===== src/rtl/kpd_pkg.sv =====
// kpd_pkg: FSM state type, keypad geometry and code decode helpers for the keypad emulator.
//   state_t     : emulator phase (IDLE, press bounce, hold, release bounce, gap)
//   ROW_*       : active-low one-hot row patterns driven by the scanner
//   key_map()   : key code -> {row, active-low column}; invalid codes give {3'b111, 4'hF}
//   code_valid(): codes 0-9, a, b are keys; c-f are rejected
package kpd_pkg;
  typedef enum logic [2:0] {S_IDLE, S_PB, S_HOLD, S_RB, S_GAP} state_t;
  localparam logic [2:0] ROW_123A = 3'b110;
  localparam logic [2:0] ROW_456B = 3'b101;
  localparam logic [2:0] ROW_7890 = 3'b011;
  localparam logic [2:0] ROW_NONE = 3'b111;
  localparam logic [15:0] LFSR_SEED = 16'hACE1;
  typedef struct packed {
    logic [2:0] row;
    logic [3:0] col;
  } key_pos_t;
  function automatic logic code_valid(input logic [3:0] code);
    return code <= 4'hb;
  endfunction
  function automatic key_pos_t key_map(input logic [3:0] code);
    key_pos_t p;
    p = '{ROW_NONE, 4'hF};
    case (code)
      4'h1: p = '{ROW_123A, 4'b1110};
      4'h2: p = '{ROW_123A, 4'b1101};
      4'h3: p = '{ROW_123A, 4'b1011};
      4'ha: p = '{ROW_123A, 4'b0111};
      4'h4: p = '{ROW_456B, 4'b1110};
      4'h5: p = '{ROW_456B, 4'b1101};
      4'h6: p = '{ROW_456B, 4'b1011};
      4'hb: p = '{ROW_456B, 4'b0111};
      4'h7: p = '{ROW_7890, 4'b1110};
      4'h8: p = '{ROW_7890, 4'b1101};
      4'h9: p = '{ROW_7890, 4'b1011};
      4'h0: p = '{ROW_7890, 4'b0111};
      default: p = '{ROW_NONE, 4'hF};
    endcase
    return p;
  endfunction
endpackage


===== src/rtl/kpd_emulator_if.sv =====
// kpd_emulator_if: valid/ready key request channel into the keypad emulator.
//   KEY_valid : source -> emulator, request present (held until accepted)
//   KEY_ready : emulator -> source, emulator idle and able to accept
//   KEY_code  : source -> emulator, key value 0-9, a, b
//   KEY_hold  : source -> emulator, stable-closed duration in cycles
interface kpd_emulator_if #(parameter int HOLD_W = 24);
  logic              KEY_valid;
  logic              KEY_ready;
  logic [3:0]        KEY_code;
  logic [HOLD_W-1:0] KEY_hold;
  modport master (output KEY_valid, output KEY_code, output KEY_hold, input KEY_ready);
  modport slave (input KEY_valid, input KEY_code, input KEY_hold, output KEY_ready);
endinterface


===== src/rtl/kpd_lfsr16.sv =====
// kpd_lfsr16: free-running 16-bit Fibonacci LFSR (taps 16,14,13,11) used as contact chatter source.
//   i_clk   : clock, advances every rising edge
//   i_rst_n : asynchronous active-low reset to the seed 16'hACE1
//   o_bit0  : current state bit 0
module kpd_lfsr16
  import kpd_pkg::*;
(
  input  logic i_clk,
  input  logic i_rst_n,
  output logic o_bit0
);
  logic [15:0] r_state;
  logic        w_fb;
  // Right-shifting form: taps 16,14,13,11 map to bits 0,2,3,5; a nonzero seed never reaches zero.
  assign w_fb = r_state[0] ^ r_state[2] ^ r_state[3] ^ r_state[5];
  always_ff @(posedge i_clk or negedge i_rst_n)
    if (!i_rst_n) r_state <= LFSR_SEED;
    else r_state <= {w_fb, r_state[15:1]};
  assign o_bit0 = r_state[0];
endmodule


===== src/rtl/kpd_emulator.sv =====
// kpd_emulator: emulates one key of a 3x4 matrix keypad pressed with chatter, held, released with chatter.
//   CLK_50M  : sole clock
//   RST_N    : asynchronous active-low reset
//   key      : valid/ready request channel (code, hold length)
//   KPD_R    : row drive from the scanner, active-low one-hot
//   KPD_C    : column sense, active-low, 4'hF when open
//   EMU_busy : high whenever not idle
//   EMU_done : one-cycle pulse on the last gap cycle
//   EMU_err  : one-cycle pulse the cycle after an invalid code is accepted
module kpd_emulator
  import kpd_pkg::*;
#(
  parameter int BOUNCE_CYC = 50000,
  parameter int GAP_CYC    = 2100000,
  parameter int HOLD_W     = 24
) (
  input  logic       CLK_50M,
  input  logic       RST_N,
  kpd_emulator_if.slave key,
  input  logic [2:0] KPD_R,
  output logic [3:0] KPD_C,
  output logic       EMU_busy,
  output logic       EMU_done,
  output logic       EMU_err
);
  localparam longint H_MAX = (longint'(1) << HOLD_W) - 1;
  localparam longint BG_MAX = (longint'(BOUNCE_CYC) > longint'(GAP_CYC)) ? longint'(BOUNCE_CYC) : longint'(GAP_CYC);
  localparam longint C_MAX = (BG_MAX > H_MAX) ? BG_MAX : H_MAX;
  localparam int CW = $clog2(C_MAX + 1);
  // Counters hold "cycles remaining minus one" so a phase ends when the count reaches zero.
  localparam logic [CW-1:0] W_BNC = CW'((BOUNCE_CYC > 0) ? BOUNCE_CYC - 1 : 0);
  localparam logic [CW-1:0] W_GAP = CW'((GAP_CYC > 0) ? GAP_CYC - 1 : 0);
  localparam bit HAS_BNC = BOUNCE_CYC > 0;
  state_t            r_state;
  logic [CW-1:0]     r_cnt;
  logic [3:0]        r_code;
  logic [HOLD_W-1:0] r_hold;
  logic              r_run;
  logic              r_err;
  logic              w_ready;
  logic              w_xfer;
  logic              w_chatter;
  logic              w_contact;
  logic [HOLD_W-1:0] w_hold_src;
  logic [CW-1:0]     w_hold_ld;
  key_pos_t          w_pos;
  kpd_lfsr16 u_lfsr (
    .i_clk   (CLK_50M),
    .i_rst_n (RST_N),
    .o_bit0  (w_chatter)
  );
  // r_run keeps KEY_ready low while reset is asserted even though the state reads IDLE.
  assign w_ready = r_run && (r_state == S_IDLE);
  assign w_xfer = key.KEY_valid && w_ready;
  // With no press bounce the hold count is loaded straight from the request at transfer.
  assign w_hold_src = (r_state == S_IDLE) ? key.KEY_hold : r_hold;
  assign w_hold_ld = (w_hold_src == '0) ? '0 : CW'(w_hold_src) - CW'(1);
  always_ff @(posedge CLK_50M or negedge RST_N)
    if (!RST_N) begin
      r_state <= S_IDLE;
      r_cnt   <= '0;
      r_code  <= '0;
      r_hold  <= '0;
      r_run   <= 1'b0;
      r_err   <= 1'b0;
    end else begin
      r_run <= 1'b1;
      r_err <= 1'b0;
      case (r_state)
        S_IDLE:
          if (w_xfer) begin
            r_code <= key.KEY_code;
            r_hold <= key.KEY_hold;
            if (!code_valid(key.KEY_code)) r_err <= 1'b1;
            else begin
              r_state <= HAS_BNC ? S_PB : S_HOLD;
              r_cnt   <= HAS_BNC ? W_BNC : w_hold_ld;
            end
          end
        S_PB:
          if (r_cnt == '0) begin
            r_state <= S_HOLD;
            r_cnt   <= w_hold_ld;
          end else r_cnt <= r_cnt - CW'(1);
        S_HOLD:
          if (r_cnt == '0) begin
            r_state <= HAS_BNC ? S_RB : S_GAP;
            r_cnt   <= HAS_BNC ? W_BNC : W_GAP;
          end else r_cnt <= r_cnt - CW'(1);
        S_RB:
          if (r_cnt == '0) begin
            r_state <= S_GAP;
            r_cnt   <= W_GAP;
          end else r_cnt <= r_cnt - CW'(1);
        S_GAP:
          if (r_cnt == '0) begin
            r_state <= S_IDLE;
            r_cnt   <= '0;
          end else r_cnt <= r_cnt - CW'(1);
        default: begin
          r_state <= S_IDLE;
          r_cnt   <= '0;
        end
      endcase
    end
  assign w_pos = key_map(r_code);
  assign w_contact = (r_state == S_HOLD) || (((r_state == S_PB) || (r_state == S_RB)) && w_chatter);
  // The column follows the scanner's row drive combinationally, as a real switch contact would.
  assign KPD_C = (w_contact && (KPD_R == w_pos.row)) ? w_pos.col : 4'hF;
  assign key.KEY_ready = w_ready;
  assign EMU_busy = r_state != S_IDLE;
  assign EMU_done = (r_state == S_GAP) && (r_cnt == '0);
  assign EMU_err = r_err;
endmodule


===== src/flat_wrapper.sv =====
// flat-port wrapper written by rule: the top's interface ports become plain ports
module kpd_emulator_flat import kpd_pkg::*;
#(
  parameter int BOUNCE_CYC = 50000,
  parameter int GAP_CYC    = 2100000,
  parameter int HOLD_W     = 24
)
  (CLK_50M, RST_N, KPD_R, KPD_C, EMU_busy, EMU_done, EMU_err, key_KEY_valid, key_KEY_code, key_KEY_hold, key_KEY_ready);
  kpd_emulator_if #(.HOLD_W(HOLD_W)) key_i ();
  input  logic CLK_50M;
  input  logic RST_N;
  input  logic [2:0] KPD_R;
  output logic [3:0] KPD_C;
  output logic EMU_busy;
  output logic EMU_done;
  output logic EMU_err;
  input wire logic [$bits(key_i.KEY_valid)-1:0] key_KEY_valid;
  input wire logic [$bits(key_i.KEY_code)-1:0] key_KEY_code;
  input wire logic [$bits(key_i.KEY_hold)-1:0] key_KEY_hold;
  output wire logic [$bits(key_i.KEY_ready)-1:0] key_KEY_ready;
  assign key_i.KEY_valid = key_KEY_valid;
  assign key_i.KEY_code = key_KEY_code;
  assign key_i.KEY_hold = key_KEY_hold;
  assign key_KEY_ready = key_i.KEY_ready;
  kpd_emulator #(.BOUNCE_CYC(BOUNCE_CYC), .GAP_CYC(GAP_CYC), .HOLD_W(HOLD_W)) u_core (.CLK_50M(CLK_50M), .RST_N(RST_N), .key(key_i), .KPD_R(KPD_R), .KPD_C(KPD_C), .EMU_busy(EMU_busy), .EMU_done(EMU_done), .EMU_err(EMU_err));
endmodule

===== config.mk =====
export PLATFORM = sky130hd
export DESIGN_NAME = kpd_emulator_flat
export DESIGN_NICKNAME = d
export VERILOG_FILES = /design/src/rtl/kpd_pkg.sv /design/src/rtl/kpd_emulator_if.sv /design/src/rtl/kpd_lfsr16.sv /design/src/rtl/kpd_emulator.sv /design/src/flat_wrapper.sv
export SDC_FILE = /design/constraint.sdc
export NUM_CORES = 1
export LEC_CHECK = 0
export CORE_UTILIZATION = 65
export CTS_CLUSTER_DIAMETER = 120
export DETAILED_ROUTE_END_ITERATION = 6
export DONT_BUFFER_PORTS = 1
export HOLD_SLACK_MARGIN = 0.08
export PLACE_DENSITY = 0.91
export SYNTH_ARGS = -nofsm -noshare
export SYNTH_HDL_FRONTEND = slang
export SYNTH_SLANG_ARGS = --single-unit

===== constraint.sdc =====
create_clock -name CLK_50M -period 5.3 [get_ports CLK_50M]
set_input_delay 1.06 -clock CLK_50M [delete_from_list [all_inputs] [get_ports CLK_50M]]
set_output_delay 1.06 -clock CLK_50M [all_outputs]
set_load 0.01 [all_outputs]

==> results.json <==
{
  "outcome": "finished clean",
  "ir_worst_vdd_mv": 0.193,
  "gp_congestion": 0.938,
  "drive_above_1_share_pct": 12.3,
  "clock.fmax_mhz": 252,
  "clk_pin_slew_ns": 0.08,
  "hold_viol": 0,
  "hold_depth": 0,
  "path_class": "reg -> out",
  "min_period_ns": 3.96,
  "drtIter0Drc": 587,
  "syn_nets": 545,
  "drv_slew": 0,
  "fp.dieW_um": 86.0,
  "drc": 0,
  "dieHeight_um": 86.0,
  "h-tree-depth": 3,
  "hold_class": "reg -> reg",
  "cts_buffers": 9,
  "yosysTopAreaCell": "dfrtp_1",
  "clk_latency_ns": 0.37,
  "slowest_delay_ns": 0.76,
  "cp.required_ns": 4.24,
  "ctsResizeCount": 0,
  "fillers": 490,
  "rsz0062_at_grt": "no",
  "leakage_nw": 1.94,
  "cts_post_setup_buffers_inserted": 0,
  "syn2layout_area_growth_pct": 4.99,
  "antenna_cells": 0,
  "seq_area_frac_synth_pct": 40.1,
  "cts_buffer_depth": 2,
  "io_pins": 42,
  "finalHoldWorstSlack_ns": 0.353,
  "cts.sinks": 73,
  "syn_area_um2": 4580,
  "nets": 533,
  "worst-r2r-setup-slack_ns": 1.91,
  "r2r-end": "u_core.r_cnt[22]$_DFFE_PN0P_",
  "root_buffer": "clkbuf_8",
  "drv_cap": 0,
  "via_count": 3983,
  "avgViaCountPerCell": 6.72,
  "std_cell_rows": 30,
  "synth_edf_count": 0,
  "powerDensity_nw_per_um2": 343,
  "r2r_cells": 9,
  "async_reset_ff_share_pct": 100,
  "synth-seq-cells": 73,
  "grtUsageTotal_pct": 32.5,
  "die_area_um2": 7390,
  "first_global_vias": 3891,
  "setup_tns_ns": 0,
  "wl_per_cell_um": 19.0,
  "tightest_slew_ns": 0.913,
  "crit_fanout": 6,
  "dpl_cell_area_um2": 4610,
  "synth_warnings": 0,
  "synth_top_area_share_pct": 35.5,
  "cts_tree": "done",
  "critPathSlowestCell": "nor4b_1",
  "ant_nets": 0,
  "crit_chain": "inv_1, ha_1, nor4b_1, nand4b_1, nor4_1",
  "max-slew-margin-rel_pct": 38.3,
  "synth.avg_cell_area_um2": 9.10,
  "crit_arrival_ns": 2.90,
  "synth_ff_type": "dfrtp_1",
  "min_from": "u_core.u_lfsr.r_state[4]$_DFF_PN0_",
  "yosysUniqueCellTypes": 59,
  "grt_antenna_before_repair": 0,
  "cts_hold_buffers": 0,
  "synthTopCellsByArea": "dfrtp_1, mux2_2, dfstp_2, mux2i_1, nand2_1",
  "setup_viol": 0,
  "start_util_pct": 67.5,
  "wirelength_um": 11300,
  "stdcell_area_um2": 4810,
  "firstDrtPassIters": 6,
  "clock_skew_ns": 0.0114,
  "dp_hpwl_um": 8150,
  "rr_startpoint": "u_core.r_state[2]$_DFFE_PN0P_",
  "synth_cells": 504,
  "crit_path_start_kind": "flop",
  "core_um2": 6790,
  "grt_max_degree": 74,
  "fin_crit_sh_pct": 74.7,
  "min_to": "u_core.u_lfsr.r_state[3]$_DFF_PN0_",
  "grt_overflow_total": 0,
  "endpoint_kind": "output port",
  "grt_pass1_wl_um": 18600,
  "io_buffers": 0
}
==> registers in the layout, indices dropped and copies added, names as in the netlist <==
signal                 count
u_core.r_cnt              24
u_core.r_hold             24
u_core.u_lfsr.r_state     16
u_core.r_code              4
u_core.r_state             3
u_core.EMU_err             1
u_core.r_run               1
==> metrics by stage <==
step,util [%],cells,power [W],setup slack [ns]
finish,70.8,593,0.00165,1.34
CTS,70.8,593,0.00164,1.37
detailed placement,67.9,577,0.00119,1.78
floorplan,-,504,0.00108,2.16
global route,70.8,593,0.00174,1.12
global placement,67.9,577,0.00116,1.90
==> cell usage in the layout (no fill, tap or decap), drive strengths merged, types with 8 or more instances in the layout <==
| cell | instances |
|---|---|
| dfrtp | 65 |
| nand2 | 46 |
| o21ai | 44 |
| nor2 | 38 |
| a21oi | 30 |
| nor3 | 28 |
| mux2 | 26 |
| mux2i | 19 |
| xor2 | 18 |
| xnor2 | 17 |
| nand3 | 16 |
| inv | 13 |
| nor4 | 11 |
| clkbuf | 9 |
| dfstp | 8 |
==> where the power goes <==
group / internal, W / leakage [nW] / switching (W)
Sequential: 0.000649 / 0.912 / 0.000128
Combinational: 0.000197 / 0.927 / 0.000221
Clock: 0.000222 / 0.105 / 0.000235
==> area by class of cell <==
| class | instances | area (um^2) | share of cell area [%] |
|---|---|---|---|
| Timing Repair Buffer | 3 | 22.5 | 0.468 |
| Inverter | 11 | 41.3 | 0.858 |
| Clock buffer | 9 | 124 | 2.57 |
| Tap cell | 96 | 120 | 2.50 |
| Multi-Input combinational cell | 394 | 2590 | 53.8 |
| Clock inverter | 7 | 77.6 | 1.61 |
| Sequential cell | 73 | 1840 | 38.2 |
==> routing by layer <==
metal  share of wire (%)  track usage (%)  up-vias
li1                    -                -     1821
met1                  41             40.6     1905
met2                  48             53.9      218
met3                 9.0             9.43       39
met4                 2.6             11.5        0
met5                   0                0        -
==> logic make-up after synthesis <==
| logic type | count (synthesis) | share of synthesized area (%) |
|---|---|---|
| buffers and inverters | 37 | 3.55 |
| XOR/XNOR | 35 | 6.69 |
| multiplexers | 45 | 10.5 |
| adder cells (fa/ha/maj) | 7 | 1.91 |
| flip-flops | 73 | 40.1 |
| AO/OA/AOI/OAI | 125 | 16.8 |
| AND/OR/NAND/NOR | 181 | 20.4 |
| other | 1 | 0.0818 |
==> critical path, delay by kind of cell (launching register included) <==
family	cells	cell delay [ns]
AND/OR/NAND/NOR	3	1.76
flip-flops	1	0.45
adder cells (fa/ha/maj)	1	0.21
buffers and inverters	1	0.13
==> synthesized netlist by cell type (6+ instances only) <==
library cell and n:
nand3_1 16, xor2_1 18, nor4_1 11, buf_2 6
o211ai_1 7, o21ai_1 14, mux2_2 26, dfstp_2 8
ha_1 7, nand2_1 46, xnor2_1 17, nor2_1 38
a21oi_1 30, inv_1 10, nor3_1 27, mux2i_1 19
clkbuf_1 15, dfrtp_1 65, or4_1 6, o21ai_0 30
==> how the worst max path moves through the flow <==
stage / endpoint / slack [ns] / cells after the start / start
finish: EMU_done / 1.34 / 5 / u_core.r_cnt[0]$_DFFE_PN0P_
global route: EMU_done / 1.12 / 5 / u_core.r_cnt[0]$_DFFE_PN0P_
CTS: EMU_done / 1.37 / 5 / u_core.r_cnt[0]$_DFFE_PN0P_
detailed placement: EMU_done / 1.78 / 5 / u_core.r_cnt[0]$_DFFE_PN0P_
global placement: EMU_done / 1.90 / 5 / u_core.r_cnt[0]$_DFFE_PN0P_
floorplan: u_core.r_cnt[22]$_DFFE_PN0P_ / 2.16 / 12 / u_core.r_state[2]$_DFFE_PN0P_
(Power assumes the default switching activity.)
